## config.mk

```make
export PLATFORM = sky130hd
export DESIGN_NAME = alarm_annunciator
export DESIGN_NICKNAME = d
export VERILOG_FILES = /design/src/rtl/alarm_pkg.sv /design/src/rtl/alarm_tick_counter.sv /design/src/rtl/alarm_annunciator.sv
export SDC_FILE = /design/constraint.sdc
export NUM_CORES = 1
export LEC_CHECK = 0
export ABC_AREA = 1
export BUFFER_PORTS_ARGS = -buffer_cell sky130_fd_sc_hd__buf_2
export CORE_MARGIN = 1
export CORE_UTILIZATION = 41
export CTS_CLUSTER_SIZE = 20
export DETAILED_ROUTE_END_ITERATION = 16
export GPL_TIMING_DRIVEN = 0
export HOLD_SLACK_MARGIN = 0.02
export SLEW_MARGIN = 30
export SYNTH_ARGS = -nofsm -noshare
export SYNTH_HDL_FRONTEND = slang
export SYNTH_HIERARCHICAL = 1
export SYNTH_SLANG_ARGS = --single-unit
```

## constraint.sdc

```tcl
create_clock -name clk_i -period 2.86 [get_ports clk_i]
set_input_delay 0.143 -clock clk_i [delete_from_list [all_inputs] [get_ports clk_i]]
set_output_delay 0.143 -clock clk_i [all_outputs]
set_load 0.05 [all_outputs]
```

## src/rtl/alarm_pkg.sv

```systemverilog
// rtl/alarm_pkg.sv - shared phase encoding and default timing for the alarm annunciator
package alarm_pkg;

  typedef enum logic [1:0] {
    PH_IDLE     = 2'd0,
    PH_ENTRY    = 2'd1,
    PH_SOUNDING = 2'd2,
    PH_LOCKOUT  = 2'd3
  } phase_e;

  localparam int DEF_CNT_W       = 8;
  localparam int DEF_ENTRY_TICKS = 10;
  localparam int DEF_SIREN_TICKS = 60;

endpackage

```

## src/rtl/alarm_tick_counter.sv

```systemverilog
// rtl/alarm_tick_counter.sv - loadable tick-qualified down-counter with is_one flag
module alarm_tick_counter
  import alarm_pkg::*;
#(
  parameter int CNT_W = DEF_CNT_W
) (
  input  logic             clk_i,
  input  logic             rst_i,
  input  logic             clr_i,
  input  logic             load_i,
  input  logic [CNT_W-1:0] load_val_i,
  input  logic             dec_i,
  output logic [CNT_W-1:0] count_o,
  output logic             is_one_o
);

  logic [CNT_W-1:0] count_q;
  logic [CNT_W-1:0] count_d;

  always_comb begin
    count_d = count_q;
    if (clr_i) begin
      count_d = '0;
    end else if (load_i) begin
      count_d = load_val_i;
    end else if (dec_i && (count_q != '0)) begin
      // Guarded so a stray decrement can never wrap the counter.
      count_d = count_q - CNT_W'(1);
    end
  end

  always_ff @(posedge clk_i or posedge rst_i) begin
    if (rst_i) begin
      count_q <= '0;
    end else begin
      count_q <= count_d;
    end
  end

  assign count_o  = count_q;
  assign is_one_o = (count_q == CNT_W'(1));

endmodule

```

## src/rtl/alarm_annunciator.sv

```systemverilog
// rtl/alarm_annunciator.sv - entry-delay, siren and lockout sequencing for the alarm outputs
module alarm_annunciator
  import alarm_pkg::*;
#(
  parameter int ENTRY_TICKS = DEF_ENTRY_TICKS,
  parameter int SIREN_TICKS = DEF_SIREN_TICKS,
  parameter int CNT_W       = DEF_CNT_W
) (
  input  logic             clk_i,
  input  logic             rst_i,
  input  logic             tick_i,
  input  logic             alarm_state_i,
  input  logic             disarm_i,
  output logic             siren_o,
  output logic             chime_o,
  output logic             tripped_o,
  output logic [1:0]       phase_o,
  output logic [CNT_W-1:0] countdown_o
);

  phase_e           state_q;
  logic             siren_q;
  logic             chime_q;
  logic             tripped_q;
  logic             alarm_prev_q;
  logic             alarm_rise;

  logic             cnt_clr;
  logic             cnt_load;
  logic [CNT_W-1:0] cnt_load_val;
  logic             cnt_dec;
  logic [CNT_W-1:0] cnt_value;
  logic             cnt_is_one;

  assign alarm_rise = alarm_state_i & ~alarm_prev_q;

  // Counter control mirrors the FSM's transition priority so the two never disagree.
  always_comb begin
    cnt_clr      = 1'b0;
    cnt_load     = 1'b0;
    cnt_load_val = '0;
    cnt_dec      = 1'b0;
    if (disarm_i) begin
      cnt_clr = 1'b1;
    end else begin
      case (state_q)
        PH_IDLE: begin
          if (alarm_state_i) begin
            cnt_load     = 1'b1;
            cnt_load_val = CNT_W'(ENTRY_TICKS);
          end
        end
        PH_ENTRY: begin
          if (tick_i) begin
            if (cnt_is_one) begin
              cnt_load     = 1'b1;
              cnt_load_val = CNT_W'(SIREN_TICKS);
            end else begin
              cnt_dec = 1'b1;
            end
          end
        end
        PH_SOUNDING: begin
          if (tick_i) begin
            if (cnt_is_one) begin
              cnt_clr = 1'b1;
            end else begin
              cnt_dec = 1'b1;
            end
          end
        end
        PH_LOCKOUT: begin
          if (alarm_rise) begin
            cnt_load     = 1'b1;
            cnt_load_val = CNT_W'(SIREN_TICKS);
          end
        end
        default: begin
          cnt_clr = 1'b1;
        end
      endcase
    end
  end

  alarm_tick_counter #(
    .CNT_W(CNT_W)
  ) u_counter (
    .clk_i      (clk_i),
    .rst_i      (rst_i),
    .clr_i      (cnt_clr),
    .load_i     (cnt_load),
    .load_val_i (cnt_load_val),
    .dec_i      (cnt_dec),
    .count_o    (cnt_value),
    .is_one_o   (cnt_is_one)
  );

  always_ff @(posedge clk_i or posedge rst_i) begin
    if (rst_i) begin
      state_q      <= PH_IDLE;
      siren_q      <= 1'b0;
      chime_q      <= 1'b0;
      tripped_q    <= 1'b0;
      alarm_prev_q <= 1'b0;
    end else begin
      alarm_prev_q <= alarm_state_i;
      if (disarm_i) begin
        state_q   <= PH_IDLE;
        siren_q   <= 1'b0;
        chime_q   <= 1'b0;
        tripped_q <= 1'b0;
      end else begin
        case (state_q)
          PH_IDLE: begin
            if (alarm_state_i) begin
              state_q <= PH_ENTRY;
              chime_q <= 1'b1;
            end
          end
          PH_ENTRY: begin
            if (tick_i) begin
              if (cnt_is_one) begin
                state_q   <= PH_SOUNDING;
                siren_q   <= 1'b1;
                tripped_q <= 1'b1;
                chime_q   <= 1'b0;
              end else begin
                chime_q <= ~chime_q;
              end
            end
          end
          PH_SOUNDING: begin
            if (tick_i && cnt_is_one) begin
              state_q <= PH_LOCKOUT;
              siren_q <= 1'b0;
            end
          end
          PH_LOCKOUT: begin
            // Only a fresh opening re-sounds; a sensor left open stays quiet.
            if (alarm_rise) begin
              state_q <= PH_SOUNDING;
              siren_q <= 1'b1;
            end
          end
          default: begin
            state_q <= PH_IDLE;
            siren_q <= 1'b0;
            chime_q <= 1'b0;
          end
        endcase
      end
    end
  end

  assign siren_o     = siren_q;
  assign chime_o     = chime_q;
  assign tripped_o   = tripped_q;
  assign phase_o     = state_q;
  assign countdown_o = cnt_value;

endmodule

```

* Yosys cells after proc, flatten, opt, wreduce, memory -nomap -nowiden *
Index checks and enable logic that the tools add are counted.
W data, S select, Z words.

storage, ports and cells
  logic and storage cells = 75
  flip-flop bits (word level) = 14

operators by class
  equal/unequal tests = 9
  reductions and logical operators = 15
  muxes and demuxes = 41
  bitwise logic cells = 3
  $add $sub $neg = 1

operators with widths
  operator               number
  $mux W6                4
  $mux W8                3
  $mux W1                22
  $pmux W6 S3            1
  $ne A3 B3 Y1 const B   5
  $mux W2                6
  $reduce_and A5 Y1      2
  $eq A8 B1 Y1 const B   1
  $pmux W2 S4            1
  $reduce_bool A8 Y1     1
  $sub A8 B1 Y8 const B  1
  $pmux W1 S3            2
  $reduce_and A3 Y1      2
  $reduce_bool A2 Y1     3
  $reduce_bool A3 Y1     2
  $eq A2 B2 Y1 const B   2
  $mux W4                1
  $reduce_bool A4 Y1     1
  $eq A2 B1 Y1 const B   1
  $logic_and A1 B1 Y1    2
  $logic_not A2 Y1       1
  $not A1 Y1             2
  $pmux W1 S2            1
  $reduce_or A2 Y1       1
  $and A1 B1 Y1          1

* Logic depth before layout (Yosys ltp) *
  depth in word-level cells = 9
  gate-level depth with buffers = 14
  gate-level depth less buffers = 13

* Hierarchy *
The synthesis kept the hierarchy.

modules (own cells, without submodules)
  module              seq. area each (sq um)  cells an instance  times used  area an instance (sq um)
  alarm_tick_counter  200.2                   86                 1           603.1
  alarm_annunciator   150.1                   75                 1           554.3

* Worst setup path after synthesis *
OpenSTA, ideal clock, no wires.

  path type = register -> register
  start = reg u_counter.count_q[1] (netlist: u_counter/count_o[1])
  end = reg u_counter.count_q[3] (netlist: u_counter/count_o[3])
  cell stages (with the launch flop) = 13
  path slack = 0.340 ns
  library setup time = 0.123 ns
  arrival = 2.397 ns
  cell sequence = dfrtp_1 > inv_1 > ha_1 > nand2_1 > nor2_1 > nand3_1 > o21ai_0 > inv_1 > a21oi_1 > inv_1 > clkbuf_1 > o21ai_0 > o21ai_2

on the way
  cells in the longest elaborated chain, start to end = 7

RTL lines
  element                   line                      source
  start: declaration        alarm_tick_counter.sv:17  logic [CNT_W-1:0] count_q;
  start signal: assignment  alarm_tick_counter.sv:36  count_q <= count_d;
  $eq A8 B1 Y1 *            alarm_tick_counter.sv:41  assign is_one_o = (count_q == CNT_W'(1));
  via cnt_is_one            alarm_annunciator.sv:33   logic cnt_is_one;
  $mux W1 *                 alarm_annunciator.sv:55   if (cnt_is_one) begin
  $mux W1 *                 alarm_annunciator.sv:64   if (tick_i) begin
  $pmux W1 S3 *             alarm_annunciator.sv:46   case (state_q)
  $mux W1 *                 alarm_annunciator.sv:43   if (disarm_i) begin
  via cnt_load              alarm_annunciator.sv:29   logic cnt_load;
  $mux W8                   alarm_tick_counter.sv:24  end else if (load_i) begin
  $mux W8                   alarm_tick_counter.sv:22  if (clr_i) begin

Mark *: on every way through the listed nets, which the timed path passes. The rest lies on a longest branch. The select of a mux whose other input is x is not followed.
A chain may end at the register's enable or synchronous reset.

* Worst setup path after layout *
Ends and elaborated chain as after synthesis.

==> qor.csv <==
stage,metric,value,unit
timing,RSZ-0062 raised after global routing,false,
clock_network,Root Buffer,clkbuf_4,
critical_path,R2R depth,12,
critical_path,crit-path max FO,10,
power,Net Switching,0.000791,W
critical_path,Crit Path Class,register to register,
clock_network,htree depth,1,
run,Max Cap Viol,0,
critical_path,R2R setup slack,290,ps
logic_synthesis,Yosys top cell by area,dfrtp_1,
clock_network,CTS Sinks,14,
floorplanning,Starting Density,45.1,%
critical_path,FF-to-FF End,u_counter/count_o[3],
logic_synthesis,post-synthesis async set-or-reset flop share,100,%
final_layout,post-route cell area,1330,sq um
floorplanning,die area,3040,sq um
hold_path,min-delay src,disarm_i,
clock_network,clk buf depth,2,
logic_synthesis,"EDFF count, synth",0,
logic_synthesis,"Cell Area, Synth",1160,sq um
clock_network,worst-skew pair later-pin latency,270,ps
timing,clk_skew,2.29,ps
critical_path,arrival time worst endpoint,2740,ps
hold_path,worst hold path type,primary input to register,
power,Sw Ratio,56.8,%
power,Pwr Total,0.00139,W
detailed_routing,violation count after the first detailed-routing iteration,32,
clock_network,CTS tree,yes,
timing,final hold vios,0,
floorplanning,die span in y,55.1,um
detailed_routing,Avg WL per Cell,12.2,um
timing,TNS Setup,0,ps
grt,Global Route Usage Sum,19.5,%
logic_synthesis,Syn Inst Count,161,
power,Leakage,0.751,nW
logic_synthesis,number of library cell types mapped by synthesis,25,
hold_path,hold path cells,3,
detailed_routing,Remaining DRCs,0,
power,PD cells,1040,nW/um^2
timing,fmax,389,MHz
logic_synthesis,leading cell types by count after synthesis,"nand2_1, inv_1, nor2_1, nand3_1, dfrtp_1",
logic_synthesis,#FFs+latches synth,14,
power,sequential share of power,23.6,%
power,Comb pwr share,68.4,%
floorplanning,core region area,2570,sq um
floorplanning,# rows,18,
detailed_routing,Routed WL,2.62,mm
floorplanning,Die W,55.1,um
detailed_routing,detailed-route vias per instance,4.97,
placement,detailed-placement wirelength estimate,1.96,mm
timing,# setup viols final,0,
grt,initial antenna violation count,0,
grt,vias in the first global route,949,
final_layout,area of the multi-input gates,701,sq um
critical_path,RR Startpoint,u_counter/count_o[1],
clock_network,postcts setup bufs,0,
status,run status,finished clean,
placement,RD Place Congestion,0.849,
final_layout,Final nets,201,
final_layout,Layout area overhead,15.2,%
power,VDD IR max,0.000515,V
power,Int Pwr,0.000602,W
logic_synthesis,synthesized area per cell,7.19,sq um
logic_synthesis,"top cells by area, synth","dfrtp_1, ha_1, nand2_1",
detailed_routing,via count,1069,
final_layout,layout cells sized above 1,27.0,%
logic_synthesis,post-synth top area share,30.3,%
final_layout,Filler cells,258,
placement,# port buffers,17,
placement,placed cell area,1290,sq um
critical_path,Setup crit end kind,register,
grt,first-pass GRT wire length,4.13,mm
logic_synthesis,most frequent cell after synthesis,nand2_1,
timing,period utilization,89.8,%
logic_synthesis,ys flop type,dfrtp_1,
final_layout,Final Core Density,51.9,%
detailed_routing,Final ANT Viol Nets,0,
logic_synthesis,Ys Warns,6,
clock_network,Clock transition at path regs,80,ps
detailed_routing,1st-pass router iterations,4,
critical_path,startpoint types,register,
grt,global route overflow,0,
hold_path,Hold Path Sink,tripped_o,
floorplanning,I/O pin total,18,
logic_synthesis,sequential share of the synthesized area,30.3,%
power,Clock Power Share,8.0,%
final_layout,Seq. cell area,350,sq um
timing,minimum clock period after layout,2570,ps
final_layout,Ant. Diodes,0,
grt,largest net degree at the start of global routing,11,
clock_network,CTS Buf Count,3,
timing,Slew Limit Fails,0,
critical_path,Worst EP required,3030,ps
cell families (layout without fill, tap and decap cells):
group	count (synthesis)	after routing	synth area share, %
buf+inv	29	51	10.2
flops	14	14	30.3
fa+ha+maj	9	9	9.73
compound gates	24	24	13.3
other cells	1	3	0.324
simple gates	84	84	36.2
state kept, by name (all words and copies together), names as in the netlist:
signal	count
chime_o	1
siren_o	1
tripped_o	1
alarm_prev_q	1
phase_o	2
u_counter/count_o	8
final cells by class:
| cell class | instances | share of cell area [%] |
|---|---|---|
| sequential | 14 | 26.3 |
| multi-input combinational | 120 | 52.5 |
| clock buffer | 3 | 1.69 |
| inverter | 27 | 7.69 |
| timing repair buffer | 19 | 7.88 |
| buffer | 2 | 1.13 |
| tap | 30 | 2.81 |
critical path, cell delays in order (launching register included):
cell,delay [ps]
dfrtp_1,380
inv_1,190
ha_1,180
nand2_1,50
nor2_1,280
nand3_1,170
o21ai_0,110
inv_1,80
a21oi_2,300
inv_1,120
clkbuf_1,240
o21ai_0,270
o21ai_2,80
placed cells by master (no fill, tap or decap):
cell type,n
o21ai_2,4
buf_6,1
nand2_4,1
clkbuf_4,3
o22ai_1,4
dfrtp_1,14
o21bai_1,3
nand3_1,16
nand2_2,8
buf_2,17
inv_2,2
a21oi_2,1
nand2_1,27
nor3_1,1
conb_1,3
clkinv_2,1
or2_2,3
o21ai_0,7
o21bai_2,1
a21oi_1,4
nand3_2,2
nand4_1,2
ha_1,9
nor2_2,3
dlygate4sd3_1,2
clkbuf_1,1
nor2_4,3
inv_1,24
nor2_1,18
power groups by stage:
stage / Sequential [W] / Combinational, W / Clock [W]
floorplan: 0.000535 / 0.000552 / 0
global placement: 0.000330 / 0.000924 / 0
detailed placement: 0.000334 / 0.000937 / 0
CTS: 0.000329 / 0.000949 / 0.000121
global route: 0.000340 / 0.00105 / 0.000128
finish: 0.000329 / 0.000953 / 0.000111
per-layer routing:
layer | GRT usage [%] | vias up | share of wire [%]
li1 | - | 557 | -
met1 | 28.2 | 483 | 53
met2 | 28.1 | 25 | 42
met3 | 3.83 | 4 | 4.1
met4 | 7.50 | 0 | 0.96
met5 | 0 | - | 0
per-stage QoR:
step	std cells	hold WS (ps)	setup slack, ps
after CTS	215	177	149
after detailed placement	210	92.8	188
final	215	192	291
after floorplan	163	-66.0	340
after global routing	215	185	25.2
after global placement	210	88.9	196
what timing repair did:
item | in CTS | in global routing
setup endpoints to repair | 0 | 7
hold endpoints to repair | 15 | 0
hold buffers | 2 | 0
gates resized for setup | 0 | 1
worst max path at each step:
stage / cells past startpoint / slack [ps] / startpoint / to
after floorplan: 12 / 340 / u_counter/count_o[1] / u_counter/count_o[3]
after global placement: 12 / 200 / u_counter/count_o[1] / u_counter/count_o[3]
after detailed placement: 12 / 190 / u_counter/count_o[1] / u_counter/count_o[3]
after CTS: 12 / 150 / u_counter/count_o[1] / u_counter/count_o[3]
after global routing: 12 / 30 / u_counter/count_o[1] / u_counter/count_o[3]
final: 12 / 290 / u_counter/count_o[1] / u_counter/count_o[3]
(Power assumes the default switching activity.)
